File: src/rtl/pkt_encoder.sv
// pkt_encoder: host-side packet builder for the UART packet FSM.
// Accepts a command (opcode + operand-word count), then emits the
// header {opcode, reserved, len LSB, len MSB} followed by the operand
// words MSB byte first, on a valid/ready byte stream. Every output is
// registered, so none of them depends combinationally on ready_i.
module pkt_encoder #(
    parameter int         MAX_WORDS = 16,
    parameter logic [7:0] RSVD_BYTE = 8'h00,
    // Legal opcodes; these mirror the ECHO/ADD/MUL/DIV codes of the parser.
    parameter logic [7:0] OP_ECHO   = 8'h01,
    parameter logic [7:0] OP_ADD    = 8'h02,
    parameter logic [7:0] OP_MUL    = 8'h03,
    parameter logic [7:0] OP_DIV    = 8'h04
) (
    input  logic        clk,
    input  logic        rst,
    input  logic        cmd_valid_i,
    output logic        cmd_ready_o,
    input  logic [7:0]  cmd_op_i,
    input  logic [7:0]  cmd_words_i,
    input  logic        word_valid_i,
    output logic        word_ready_o,
    input  logic [31:0] word_i,
    output logic [7:0]  data_o,
    output logic        valid_o,
    input  logic        ready_i,
    output logic        busy_o,
    output logic        err_o,
    output logic [2:0]  state_o
);

    typedef enum logic [2:0] {
        S_IDLE   = 3'd0,
        S_H_OP   = 3'd1,
        S_H_RSV  = 3'd2,
        S_H_LSB  = 3'd3,
        S_H_MSB  = 3'd4,
        S_W_WAIT = 3'd5,
        S_W_SEND = 3'd6
    } state_t;

    localparam logic [7:0] MAX_W8 = 8'(MAX_WORDS);

    state_t      state;
    logic [15:0] len_q;       // total packet length, header included
    logic [7:0]  words_left;  // operand words still to be sent
    logic [1:0]  byte_cnt;    // byte index inside the current word
    logic [31:0] sreg;        // current word, top byte is on data_o

    logic        op_legal;
    logic        count_legal;
    logic [15:0] len_calc;

    assign op_legal    = (cmd_op_i == OP_ECHO) || (cmd_op_i == OP_ADD) ||
                         (cmd_op_i == OP_MUL)  || (cmd_op_i == OP_DIV);
    assign count_legal = (cmd_words_i <= MAX_W8);
    // LEN = 4 + 4*words; the multiply by 4 is just a two-bit shift.
    assign len_calc    = 16'd4 + {6'd0, cmd_words_i, 2'b00};
    assign state_o     = state;

    // Packet FSM: state, counters, datapath and all registered outputs.
    // NOTE: every assignment here is non-blocking so all registers update
    // together from pre-edge values; blocking here would create ordering races.
    always_ff @(posedge clk) begin
        if (rst) begin
            state        <= S_IDLE;
            len_q        <= 16'd0;
            words_left   <= 8'd0;
            byte_cnt     <= 2'd0;
            sreg         <= 32'd0;
            cmd_ready_o  <= 1'b1;
            word_ready_o <= 1'b0;
            data_o       <= 8'd0;
            valid_o      <= 1'b0;
            busy_o       <= 1'b0;
            err_o        <= 1'b0;
        end else begin
            // err_o is a single-cycle pulse unless re-armed below.
            err_o <= 1'b0;
            case (state)
                S_IDLE: begin
                    if (cmd_valid_i) begin
                        if (!op_legal || !count_legal) begin
                            // Command is consumed but produces no bytes.
                            err_o <= 1'b1;
                        end else begin
                            len_q       <= len_calc;
                            words_left  <= cmd_words_i;
                            byte_cnt    <= 2'd0;
                            data_o      <= cmd_op_i;
                            valid_o     <= 1'b1;
                            cmd_ready_o <= 1'b0;
                            busy_o      <= 1'b1;
                            state       <= S_H_OP;
                        end
                    end
                end

                S_H_OP: begin
                    if (ready_i) begin
                        data_o <= RSVD_BYTE;
                        state  <= S_H_RSV;
                    end
                end

                S_H_RSV: begin
                    if (ready_i) begin
                        data_o <= len_q[7:0];
                        state  <= S_H_LSB;
                    end
                end

                S_H_LSB: begin
                    if (ready_i) begin
                        data_o <= len_q[15:8];
                        state  <= S_H_MSB;
                    end
                end

                S_H_MSB: begin
                    if (ready_i) begin
                        valid_o <= 1'b0;
                        data_o  <= 8'd0;
                        if (words_left != 8'd0) begin
                            word_ready_o <= 1'b1;
                            state        <= S_W_WAIT;
                        end else begin
                            cmd_ready_o <= 1'b1;
                            busy_o      <= 1'b0;
                            state       <= S_IDLE;
                        end
                    end
                end

                S_W_WAIT: begin
                    if (word_valid_i) begin
                        sreg         <= word_i;
                        data_o       <= word_i[31:24];
                        valid_o      <= 1'b1;
                        word_ready_o <= 1'b0;
                        byte_cnt     <= 2'd0;
                        state        <= S_W_SEND;
                    end
                end

                S_W_SEND: begin
                    if (ready_i) begin
                        sreg     <= {sreg[23:0], 8'h00};
                        data_o   <= sreg[23:16];
                        byte_cnt <= byte_cnt + 2'd1;
                        if (byte_cnt == 2'd3) begin
                            // Last byte of this word has just been taken.
                            valid_o    <= 1'b0;
                            data_o     <= 8'd0;
                            words_left <= words_left - 8'd1;
                            if (words_left == 8'd1) begin
                                cmd_ready_o <= 1'b1;
                                busy_o      <= 1'b0;
                                state       <= S_IDLE;
                            end else begin
                                word_ready_o <= 1'b1;
                                state        <= S_W_WAIT;
                            end
                        end
                    end
                end

                default: begin
                    valid_o      <= 1'b0;
                    word_ready_o <= 1'b0;
                    cmd_ready_o  <= 1'b1;
                    busy_o       <= 1'b0;
                    state        <= S_IDLE;
                end
            endcase
        end
    end

endmodule

File: config.mk
export PLATFORM = sky130hd
export DESIGN_NAME = pkt_encoder
export DESIGN_NICKNAME = d
export VERILOG_FILES = /design/src/rtl/pkt_encoder.sv
export SDC_FILE = /design/constraint.sdc
export NUM_CORES = 1
export LEC_CHECK = 0
export ABC_AREA = 1
export BUFFER_PORTS_ARGS = -buffer_cell sky130_fd_sc_hd__buf_2
export CAP_MARGIN = 20
export CORE_ASPECT_RATIO = 0.8
export CORE_MARGIN = 3
export CORE_UTILIZATION = 54
export CTS_CLUSTER_SIZE = 14
export DETAILED_ROUTE_END_ITERATION = 8
export HOLD_SLACK_MARGIN = 0.06
export PLACE_DENSITY = 0.8
export RECOVER_POWER = 25
export SLEW_MARGIN = 20
export SYNTH_ARGS = -nofsm -noshare
export SYNTH_HDL_FRONTEND = slang
export SYNTH_SLANG_ARGS = --single-unit
File: constraint.sdc
create_clock -name clk -period 2.1 [get_ports clk]
set_input_delay 0.21 -clock clk [delete_from_list [all_inputs] [get_ports clk]]
set_output_delay 0.21 -clock clk [all_outputs]
set_load 0.05 [all_outputs]
; Yosys cells after proc, flatten, opt, wreduce, memory -nomap -nowiden
; Cells that the tools add are included.
[word_totals]
reg_bits = 66
inputBits = 53
[classes]
addsub = 3
order_cmp = 1
n_eq_ne = 26
mux = 63
n_bitwise = 6
reduce_logical = 26
[ops]
columns = op, n
row1 = $mux 8, 12
row2 = $mux 24, 2
row3 = $pmux 24 s2, 1
row4 = $pmux 8 s6, 1
row5 = $mux 3, 11
row6 = $ne 2x2->1 const B, 13
row7 = $mux 1, 25
row8 = $pmux 3 s7, 1
row9 = $eq 8x1->1 const B, 2
row10 = $eq 8x2->1 const B, 2
row11 = $pmux 8 s2, 1
row12 = $reduce_and 8->1, 2
row13 = $reduce_and 7->1, 2
row14 = $pmux 1 s4, 3
row15 = $add 3x10->11 const A, 1
row16 = $reduce_and 5->1, 2
row17 = $eq 3x3->1 const B, 3
row18 = $reduce_and 9->1, 1
row19 = $eq 8x3->1 const B, 1
row20 = $le 8x5->1 const B, 1
row21 = $mux 2, 4
row22 = $reduce_bool 8->1, 1
row23 = $reduce_or 4->1, 2
row24 = $sub 8x1->8 const B, 1
row25 = 17 further kinds, 30

; Logic depth before layout (Yosys ltp)
; Gate-level depths: netlist (run 1).
[depth]
word_depth = 9
mapped_depth = 12

; Least setup slack after synthesis (run 1)
; No wires, ideal clock.
[synth_timing]
path_kind = reg-to-reg
startpoint = register state[2], in the netlist state_o[2]
endpoint = register data_o[6]
setup_time_ns = 0.113
t_arrival_ns = 1.878
path_slack_ns = 0.109
path_stages_with_launch = 11
path_buffers = 1
path_cell_list = dfxtp_1 nand2_1 nor2_2 nand2_1 nand2_1 nor2_4 nand4_4 buf_4 nand2_1 nand2_1 nor2_1
[synth_between]
elab_chain_len = 4
[synth_rtl]
columns = element, line
row1 = from (decl), 44  ; state_t state;
row2 = from (signal assigned), 66  ; state <= S_IDLE;
row3 = from (signal assigned), 94  ; state <= S_H_OP;
row4 = from (signal assigned), 102  ; state <= S_H_RSV;
row5 = $eq 3x3->1 or $eq 3x1->1 (tied branches), 80  ; case (state)
row6 = $reduce_or 2->1 (no line), --
row7 = $reduce_bool 6->1 (no line) or $ne 2x1->1 (tied branches), --
row8 = $reduce_and 8->1 (no line), --
row9 = to (signal assigned), 90  ; data_o <= cmd_op_i;
row10 = to (signal assigned), 108  ; data_o <= len_q[7:0];
row11 = to (signal assigned), 115  ; data_o <= len_q[15:8];
row12 = to (decl), 24  ; output logic [7:0] data_o,
; Parallel ways exist; a longest one is shown, timed or not.
; A chain may end at the register's enable or synchronous reset.

; Final worst setup path (run 1)
[layout_timing]
startpoint = register state[2], in the netlist state_o[2]
endpoint = register sreg[23]
[layout_between]
elab_chain_len = 3
[layout_rtl]
columns = element, line
row1 = $eq 3x3->1, 80
row2 = $ne 2x2->1 (no line) or $reduce_bool 2->1 (tied branches), --
row3 = $reduce_and 3->1 (no line), --
row4 = to (signal assigned), 137  ; sreg <= word_i;
row5 = to (signal assigned), 148  ; sreg <= {sreg[23:0], 8'h00};
row6 = to (decl), 48  ; logic [31:0] sreg;
; Parallel ways exist; a longest one is shown, timed or not.

==> impl_metrics.csv, run 1 <==
group,metric,value,unit
status,outcome,"complete, no violations",
floorplan,die_h,73.9,microns
layout,syn_to_final_growth,21.7,%
clocking,ctsLongestPathBuffers,2,
clocking,cts_tree,"yes",
hold_path,worstHoldPathType,"input port to register",
clocking,cts_made_buffers,9,
sta,hold-worst-slack,94.1,ps
yosys,yosysMostFrequentCell,"nand2_1",
power,power.total,2.46,mW
yosys,synthAdderAreaFrac,2.01,%
power,p_leak,1.75,nW
yosys,synthSimpleGateAreaFrac,34.7,%
power,seqPwrFrac,45.5,%
drt,wl_per_cell,12.9,microns
yosys,synth_cells,475,
global_routing,grt_max_degree,41,
sta,finalSetupTns,0,ps
drt,via_per_inst,5.29,
power,powerDensity,650,mW/mm^2
yosys,yosys-top-cells-area,"dfxtp_1 38%, nand2_1 17%, nand3_1 6.0%, nor2_1 5.8%, inv_1 5.1%",
yosys,synth_top_area_cell,"dfxtp_1",
clocking,postCtsSetupBuffers,0,
yosys,synthArstFlopShare,0,%
yosys,synth_xor_area_share,0.845,%
critical_path,slowest_delay,460,ps
global_routing,antenna_found_initial,0,
critical_path,crit_required,2370,ps
floorplan,io_pins,69,
floorplan,placementRows,24,
clocking,cts_resized,0,
sta,rsz0062_at_grt,"false",
critical_path,cp_slowest_cell,"dfxtp_1",
critical_path,start_kind,"register",
placed_design,dp_cells,615,
critical_path,end_kind,"register",
power,intPower,1.89,mW
yosys,synth-seq-cells,59,
clocking,htreeDepth,3,
global_routing,grtUsageTotal,25.4,%
critical_path,crit_chain,"inv_2, nor2_1, inv_1, o21ai_1, nand2_2, inv_2, buf_12, o21ai_0, a31oi_1",
placed_design,pre_cts_slack,262,ps
yosys,muxShareOfSynthArea,0,%
floorplan,coreArea,0.00550,sq mm
critical_path,crit_path_start,"state_o[2]",
critical_path,worstPathArrival,2150,ps
layout,stdcell_area,0.00378,sq mm
yosys,synth_nets,533,
power,p_sw,575,uW
flow_run,drv_cap,0,
floorplan,initial_utilization,56.6,%
sta,min_period_over_period,89.6,%
drt,routed_wl,8.17,mm
critical_path,crit_type,"register to register",
critical_path,cp_max_fo,40,
yosys,synth_cell_types,32,
sta,tightestPinTransition,606,ps
yosys,synth_common_cells,"142 x nand2_1, 59 x dfxtp_1, 48 x nor2_1",
placed_design,port_buffers,68,
global_routing,overflow,0,
floorplan,die_w,90.8,microns
sta,finalSetupViolations,0,
global_routing,grt_pass1_vias,2873,
drt,drc_errors,0,
power,swShare,23.3,%
layout,antennaDiodeCount,0,
sta,drv_slew,0,
sta,fmax,532,MHz
yosys,netlist.area_leader.share,38.0,%
critical_path,timing.critical_path.buf_inv,4,
clocking,cts_sinks,59,
placed_design,place_area,0.00358,sq mm
critical_path,cpMostUsedCell,"inv_2",
clocking,cts_hold_buf,0,
drt,first_pass_iters,4,
placed_design,place_congestion,0.892,
layout,fin_util,68.9,%
hold_path,worstHoldStart,"cmd_words_i[0]",
drt,num_vias,3337,
yosys,synth_edf_count,0,
placed_design,dpl.hpwl,5.99,mm
sta,slew_headroom,59.8,%
critical_path,r2r_start,"state_o[2]",
sta,layout_setup_ws,219,ps
yosys,synth_compound_area_share,15.9,%
yosys,synth_warnings,0,
sta,hold_viol_final,0,
clocking,cts-root-buf,"clkbuf_8",
yosys,syn_area,0.00311,sq mm
layout,n_fill_cell,500,
yosys,yosysSeqAreaShare,38.0,%
yosys,synthFlopType,"dfxtp_1",
power,irDropWorstVdd,0.539,mV
clocking,insertion_delay,340,ps
layout,drive_above_1_share,17.7,%
sta,post-route-min-period,1880,ps
clocking,cts.reportedPaths.clkPinSlew,70,ps
power,combPwrFrac,6.3,%
floorplan,dieArea,0.00671,sq mm
global_routing,grt_pass1_wl,13.4,mm
sta,skew,6.46,ps
layout,final_cells,631,
drt,final_antenna_net_count,0,
critical_path,path_delay_family,"buffers and inverters",
layout,final_nets,606,
yosys,synth_area_per_cell,6.55,sq um
power,clockPowerShare,48.2,%
yosys,synth_top_family_by_area,"simple AND/OR/NAND/NOR gates",
drt,initialDrtViolationCount,258,
==> flip-flops by register name (all words and copies together), names as in the netlist <==
| signal | count |
|---|---|
| state_o | 3 |
| busy_o | 1 |
| sreg | 24 |
| valid_o | 1 |
| err_o | 1 |
| byte_cnt | 2 |
| data_o | 8 |
| words_left | 8 |
| cmd_ready_o | 1 |
| word_ready_o | 1 |
| len_q | 9 |
==> cells by family (layout without fill, tap and decap cells) <==
| kind of cell | after synthesis | count (layout) |
|---|---|---|
| DFF | 59 | 59 |
| buffers and inverters | 66 | 144 |
| and+or+nand+nor | 253 | 253 |
| AOI/OAI and AO/OA | 89 | 89 |
| adders and majority gates | 5 | 5 |
| xor gates and xnor gates | 3 | 3 |
==> power groups by stage <==
stage | Combinational [mW] | Clock (mW) | Sequential [mW]
final | 0.155 | 1.19 | 1.12
after global routing | 0.171 | 1.25 | 1.12
after CTS | 0.154 | 1.20 | 1.12
after detailed placement | 0.153 | 0 | 1.15
after global placement | 0.151 | 0 | 1.15
after floorplan | 0.0649 | 0 | 1.15
==> placed cells by master (no fill, tap or decap), types with 5 or more instances in the layout <==
| cell type | instances |
|---|---|
| buf_4 | 11 |
| inv_1 | 42 |
| buf_2 | 52 |
| nand2_2 | 6 |
| a21oi_1 | 31 |
| ha_1 | 5 |
| a31oi_1 | 17 |
| nand4_1 | 12 |
| nand3_1 | 37 |
| o21ai_0 | 27 |
| nand2_1 | 142 |
| clkbuf_1 | 16 |
| nor2_1 | 49 |
| dfxtp_1 | 59 |
| clkbuf_8 | 10 |
==> layer usage <==
| layer | vias up | share of wire [%] | track usage [%] | wire length (microns) |
|---|---|---|---|---|
| met2 | 119 | 44 | 38.9 | 3560 |
| met5 | - | 0 | 0 | 0 |
| met3 | 17 | 7.8 | 7.57 | 634 |
| met1 | 1499 | 47 | 34.6 | 3810 |
| met4 | 0 | 2.0 | 8.19 | 163 |
| li1 | 1702 | - | - | - |
==> final timing paths <==
kind              cells after the start  slack (ps)       end
setup / recovery                      9         220  sreg[23]
hold reg to reg                       2         460  len_q[9]
setup reg to reg                      9         220  sreg[23]
hold / removal                        2          90  len_q[2]
==> layout make-up <==
class | count | area [sq um] | area share [%]
timing repair buffer | 81 | 443 | 11.7
tap | 78 | 97.6 | 2.58
clock buffer | 10 | 138 | 3.64
multi-input combinational | 350 | 1660 | 43.9
inverter | 47 | 176 | 4.66
clock inverter | 6 | 88.8 | 2.35
sequential | 59 | 1180 | 31.2
==> worst reg2reg max path, delay by kind of cell, from the launching register on <==
kind            cells  cell delay, ps
buf+inv             4             510
flops               1             460
compound gates      3             430
simple gates        2             410
No activity file was read; power rests on OpenSTA's default activity.
==> run 2, diff against run 1 <==
--- a/config.mk
+++ b/config.mk
@@ -9,7 +9,7 @@
 export BUFFER_PORTS_ARGS = -buffer_cell sky130_fd_sc_hd__buf_2
 export CAP_MARGIN = 20
 export CORE_ASPECT_RATIO = 0.8
-export CORE_MARGIN = 3
+export CORE_MARGIN = 10
 export CORE_UTILIZATION = 54
 export CTS_CLUSTER_SIZE = 14
 export DETAILED_ROUTE_END_ITERATION = 8
==> impl_metrics.csv, run 2 (synthesis gave the netlist of run 1 again) <==
group,metric,value,unit
drt,routed_wl,8.92,mm
floorplan,dieArea,0.00921,sq mm
status,outcome,"complete, no violations",
placed_design,pre_cts_slack,262,ps
critical_path,crit_chain,"inv_1, ha_1, nand2_1, o21ai_0, inv_1, nor2_1, nand3_1, nand3_1, a21oi_1",
critical_path,worstPathArrival,2060,ps
layout,antennaDiodeCount,0,
sta,rsz0062_at_grt,"false",
power,clockPowerShare,42.2,%
layout,drive_above_1_share,17.7,%
floorplan,io_pins,69,
sta,slew_headroom,58.7,%
sta,drv_slew,0,
power,powerDensity,591,mW/mm^2
layout,largest_reg_flops,24,
layout,top_register,"sreg",
power,irDropWorstVdd,0.380,mV
clocking,cts_made_buffers,9,
clocking,cts_hold_buf,0,
layout,top_regs,"sreg x24, len_q x9",
flow_run,drv_cap,0,
sta,tightestPinTransition,622,ps
sta,layout_setup_ws,262,ps
clocking,postCtsSetupBuffers,0,
placed_design,place_congestion,0.918,
drt,initialDrtViolationCount,173,
global_routing,grt_pass1_vias,3175,
drt,via_per_inst,5.31,
critical_path,end_kind,"register",
power,seqPwrFrac,50.8,%
clocking,cts.reportedPaths.clkPinSlew,70,ps
clocking,cts_sinks,59,
placed_design,dpl.hpwl,6.68,mm
drt,num_vias,3351,
floorplan,coreArea,0.00553,sq mm
placed_design,port_buffers,68,
drt,wl_per_cell,14.1,microns
critical_path,start_kind,"register",
layout,n_fill_cell,541,
sta,fmax,544,MHz
layout,stdcell_area,0.00374,sq mm
layout,final_cells,631,
placed_design,place_area,0.00358,sq mm
layout,syn_to_final_growth,20.2,%
clocking,insertion_delay,350,ps
global_routing,overflow,0,
floorplan,die_h,87.9,microns
sta,min_period_over_period,87.5,%
global_routing,grt_pass1_wl,14.7,mm
global_routing,grtUsageTotal,19.3,%
clocking,htreeDepth,3,
critical_path,crit_type,"register to register",
global_routing,antenna_found_initial,0,
power,p_sw,589,uW
clocking,cts_resized,0,
clocking,cts-root-buf,"clkbuf_8",
layout,final_nets,606,
power,p_leak,1.73,nW
drt,first_pass_iters,5,
sta,finalSetupTns,0,ps
sta,skew,9.76,ps
floorplan,initial_utilization,56.3,%
critical_path,crit_required,2320,ps
floorplan,die_w,105,microns
global_routing,grt_max_degree,41,
sta,finalSetupViolations,0,
clocking,cts_tree,"yes",
drt,drc_errors,0,
sta,hold_viol_final,0,
critical_path,slowest_delay,330,ps
drt,final_antenna_net_count,0,
floorplan,placementRows,24,
sta,post-route-min-period,1840,ps
power,combPwrFrac,7.1,%
critical_path,cp_slowest_cell,"dfxtp_1",
power,swShare,26.7,%
hold_path,worstHoldPathType,"input port to register",
layout,final_cell_mix,"142 x nand2_1, 59 x dfxtp_1, 52 x buf_2",
clocking,ctsLongestPathBuffers,2,
critical_path,cp_max_fo,4,
layout,final_common_cell,"nand2_1",
layout,fin_util,67.6,%
power,intPower,1.62,mW
placed_design,dp_cells,615,
## run 2: through the flow
step / hold WS, ps / total power, mW
floorplan: 288 / 1.22
global placement: 433 / 1.30
detailed placement: 445 / 1.30
CTS: 77.2 / 2.21
global route: 85.4 / 2.29
finish: 88.8 / 2.21
## run 2: power groups by stage
stage	clock [mW]	sequential, mW	combinational, mW
global route	1.00	1.12	0.170
global placement	0	1.15	0.153
CTS	0.940	1.12	0.154
floorplan	0	1.15	0.0649
finish	0.931	1.12	0.156
detailed placement	0	1.15	0.153
## run 2: per-layer routing
metal | global-route usage (%) | vias to the layer above | wire [microns]
li1 | - | 1700 | -
met1 | 25.2 | 1510 | 4230
met2 | 29.6 | 126 | 3880
met3 | 6.90 | 15 | 690
met4 | 5.22 | 0 | 120
met5 | 0 | - | 0
## run 2: cell type report
type                    count  area, sq um  share of cell area [%]
clock buffers               9          124                    3.32
clock inverters             7         53.8                    1.44
inverters                  47          176                    4.72
multi-input cells         350         1660                    44.4
flip-flops and latches     59         1180                    31.6
well taps                  78         97.6                    2.61
repair buffers             81          443                    11.9
## run 2: critical path, delay by kind of cell, from the launching register on
kind	cells	cell delay, ps
AO/OA/AOI/OAI	2	390
adder cells (fa/ha/maj)	1	220
buffers and inverters	2	180
flip-flops	1	330
AND/OR/NAND/NOR	4	580
## run 2: final timing paths
kind | end | slack (ps) | startpoint | cells after the start
setup / recovery | state_o[2] | 260 | words_left[0] | 9
hold reg to reg | len_q[8] | 460 | len_q[8] | 2
hold / removal | len_q[2] | 90 | cmd_words_i[0] | 2
setup reg to reg | state_o[2] | 260 | words_left[0] | 9
==> run 3, diff against run 2 <==
--- a/config.mk
+++ b/config.mk
@@ -5,16 +5,16 @@
 export SDC_FILE = /design/constraint.sdc
 export NUM_CORES = 1
 export LEC_CHECK = 0
-export ABC_AREA = 1
 export BUFFER_PORTS_ARGS = -buffer_cell sky130_fd_sc_hd__buf_2
 export CAP_MARGIN = 20
+export CELL_PAD_IN_SITES_DETAIL_PLACEMENT = 1
+export CELL_PAD_IN_SITES_GLOBAL_PLACEMENT = 1
 export CORE_ASPECT_RATIO = 0.8
-export CORE_MARGIN = 10
-export CORE_UTILIZATION = 54
+export CORE_UTILIZATION = 40
 export CTS_CLUSTER_SIZE = 14
 export DETAILED_ROUTE_END_ITERATION = 8
 export HOLD_SLACK_MARGIN = 0.06
-export PLACE_DENSITY = 0.8
+export PLACE_DENSITY_LB_ADDON = 0.1
 export RECOVER_POWER = 25
 export SLEW_MARGIN = 20
 export SYNTH_ARGS = -nofsm -noshare
==> impl_metrics.csv, run 3 <==
group,metric,value,unit
clocking,ctsLongestPathBuffers,2,
yosys,syn_area,0.00334,sq mm
floorplan,die_h,83.7,microns
yosys,synth_edf_count,0,
yosys,synth_cell_types,58,
flow_run,drv_cap,0,
hold_path,hold_path_end,"len_q[2]",
yosys,synth_top_area_cell,"dfxtp_1",
placed_design,dpl.hpwl,8.35,mm
drt,drc_errors,0,
power,p_leak,1.58,nW
power,irDropWorstVdd,0.364,mV
critical_path,timing.critical_path.buf_inv,2,
yosys,netlist.area_leader.share,35.4,%
yosys,synthArstFlopShare,0,%
yosys,synth-seq-cells,59,
sta,tightestPinTransition,732,ps
placed_design,port_buffers,68,
critical_path,r2r-end,"data_o[7]",
floorplan,die_w,104,microns
clocking,cts.reportedPaths.clkPinSlew,70,ps
layout,largest_reg_flops,24,
drt,routed_wl,11.2,mm
critical_path,cp_slowest_cell,"or4_1",
global_routing,grtUsageTotal,26.3,%
layout,top_register,"sreg",
clocking,insertion_delay,340,ps
layout,n_fill_cell,1039,
critical_path,worstPathArrival,2230,ps
critical_path,end_kind,"register",
sta,slew_headroom,51.2,%
power,powerDensity,608,mW/mm^2
critical_path,r2r_start,"state_o[1]",
floorplan,initial_utilization,41.6,%
layout,final_nets,555,
yosys,synth_area_per_cell,7.96,sq um
global_routing,grt_pass1_vias,3489,
yosys,yosysSeqAreaShare,35.4,%
critical_path,start_kind,"register",
global_routing,overflow,0,
clocking,cts_hold_buf,0,
layout,antennaDiodeCount,0,
sta,finalSetupViolations,0,
yosys,synth_cells,419,
placed_design,dp_cells,594,
sta,min_period_over_period,93.1,%
power,power.total,2.50,mW
hold_path,holdPathStages,2,
global_routing,antenna_found_initial,0,
yosys,synthFlopType,"dfxtp_1",
layout,top_regs,"sreg x24, len_q x9",
layout,drive_above_1_share,22.9,%
sta,skew,4.97,ps
critical_path,worst-r2r-setup-slack,140,ps
layout,final_cell_mix,"60 x nor2_1, 56 x dfxtp_1, 52 x buf_2",
yosys,yosys-top-cells-area,"dfxtp_1 35%, nor2_1 6.8%, nand2_1 5.0%, a311oi_1 4.7%, a21oi_1 4.7%",
status,outcome,"complete, no violations",
global_routing,grt_pass1_wl,18.0,mm
clocking,htreeDepth,3,
global_routing,grt_max_degree,33,
critical_path,path_delay_family,"simple AND/OR/NAND/NOR gates",
sta,finalSetupTns,0,ps
yosys,synth_common_cells,"60 x nor2_1, 59 x dfxtp_1, 44 x nand2_1",
yosys,yosysMostFrequentCell,"nor2_1",
drt,first_pass_iters,4,
drt,final_antenna_net_count,0,
critical_path,cp_max_fo,9,
clocking,cts_sinks,59,
drt,wl_per_cell,18.3,microns
layout,syn_to_final_growth,23.2,%
clocking,cts_tree,"yes",
floorplan,placementRows,29,
drt,via_per_inst,5.78,
floorplan,coreArea,0.00802,sq mm
critical_path,crit_chain,"buf_4, buf_4, nand3b_4, nor2_1, a21oi_1, or4_1, a21oi_1",
sta,drv_slew,0,
critical_path,crit_required,2370,ps
floorplan,dieArea,0.00871,sq mm
sta,rsz0062_at_grt,"false",
hold_path,worstHoldPathType,"input port to register",
yosys,synth_warnings,0,
hold_path,worstHoldStart,"cmd_words_i[0]",
critical_path,r2r_cells,7,
sta,post-route-min-period,1960,ps
floorplan,io_pins,69,
clocking,cts-root-buf,"clkbuf_8",
drt,initialDrtViolationCount,167,
critical_path,crit_type,"register to register",
drt,num_vias,3528,
critical_path,slowest_delay,470,ps
layout,final_common_cell,"nor2_1",
layout,final_cells,610,
placed_design,place_congestion,0.959,
clocking,cts_made_buffers,9,
sta,hold_viol_final,0,
sta,fmax,511,MHz
yosys,synth_nets,477,
[run 3: cell types whose count changed after synthesis, moves of 12 or more]
| cell | change |
|---|---|
| inv_1 | -32 |
| nand4_1 | -12 |
| nor2_1 | +12 |
| a311oi_1 | +18 |
| nand3_1 | -30 |
| nand2_1 | -98 |
| a31oi_1 | -16 |
[run 3: how the worst max path moves through the flow]
stage	depth (start not counted)	startpoint	end	slack, ps
finish	7	state_o[1]	data_o[7]	140
global route	7	state_o[1]	data_o[4]	20
CTS	7	state_o[1]	data_o[7]	50
detailed placement	7	state_o[1]	data_o[7]	80
global placement	9	cmd_words_i[0]	data_o[4]	140
floorplan	6	state_o[1]	data_o[0]	30
[run 3: metrics by stage]
step	worst slack, ps	util, %	hold WS [ps]	cell area (sq um)
detailed placement	80.2	48.8	454	3910
global route	24.4	51.3	120	4110
global placement	144	48.8	444	3910
floorplan	31.5	-	306	3340
finish	144	51.3	115	4110
CTS	52.8	51.6	107	4140
[run 3: worst reg2reg max path: stages (launching register included)]
cell      delay, ps
dfxtp_2         420
buf_4           200
buf_4           210
nand3b_4        100
nor2_1          220
a21oi_1         110
or4_1           470
a21oi_1         150
[run 3: power by group]
group / switching (mW) / total [mW] / internal (mW)
registers: 0.000617 / 1.12 / 1.12
logic: 0.111 / 0.186 / 0.0752
clock network: 0.491 / 1.19 / 0.702
[run 3: cell type report]
cell class | instances | area (sq um) | share of cell area [%]
clock buffers | 10 | 138 | 3.35
clock inverters | 6 | 87.6 | 2.13
inverters | 10 | 37.5 | 0.913
multi-input cells | 315 | 1940 | 47.2
flip-flops and latches | 59 | 1180 | 28.8
well taps | 108 | 135 | 3.29
repair buffers | 102 | 588 | 14.3
[run 3: timing repair]
item,4_1_cts,5_1_grt
hold endpoints to repair,0,0
buffers inserted,0,0
resized for setup,0,3
setup endpoints to repair,0,7
[run 3: cells by family (layout without fill, tap and decap cells)]
kind of cell / Yosys count / in the layout / synth area share, %
flops: 59 / 59 / 35.4
buf+inv: 45 / 128 / 6.45
fa+ha+maj: 5 / 5 / 1.88
xor+xnor: 3 / 3 / 0.788
mux: 10 / 10 / 3.11
simple gates: 163 / 163 / 24.0
compound gates: 134 / 134 / 28.4
[run 3: routing by layer]
| layer | routed length (microns) | global-route usage, % | vias to the layer above | part of all wire, % |
|---|---|---|---|---|
| li1 | - | - | 1697 | - |
| met1 | 5280 | 35.4 | 1726 | 47 |
| met2 | 5220 | 42.8 | 94 | 47 |
| met3 | 567 | 5.07 | 11 | 5.1 |
| met4 | 100 | 7.40 | 0 | 0.89 |
| met5 | 0 | 0 | - | 0 |
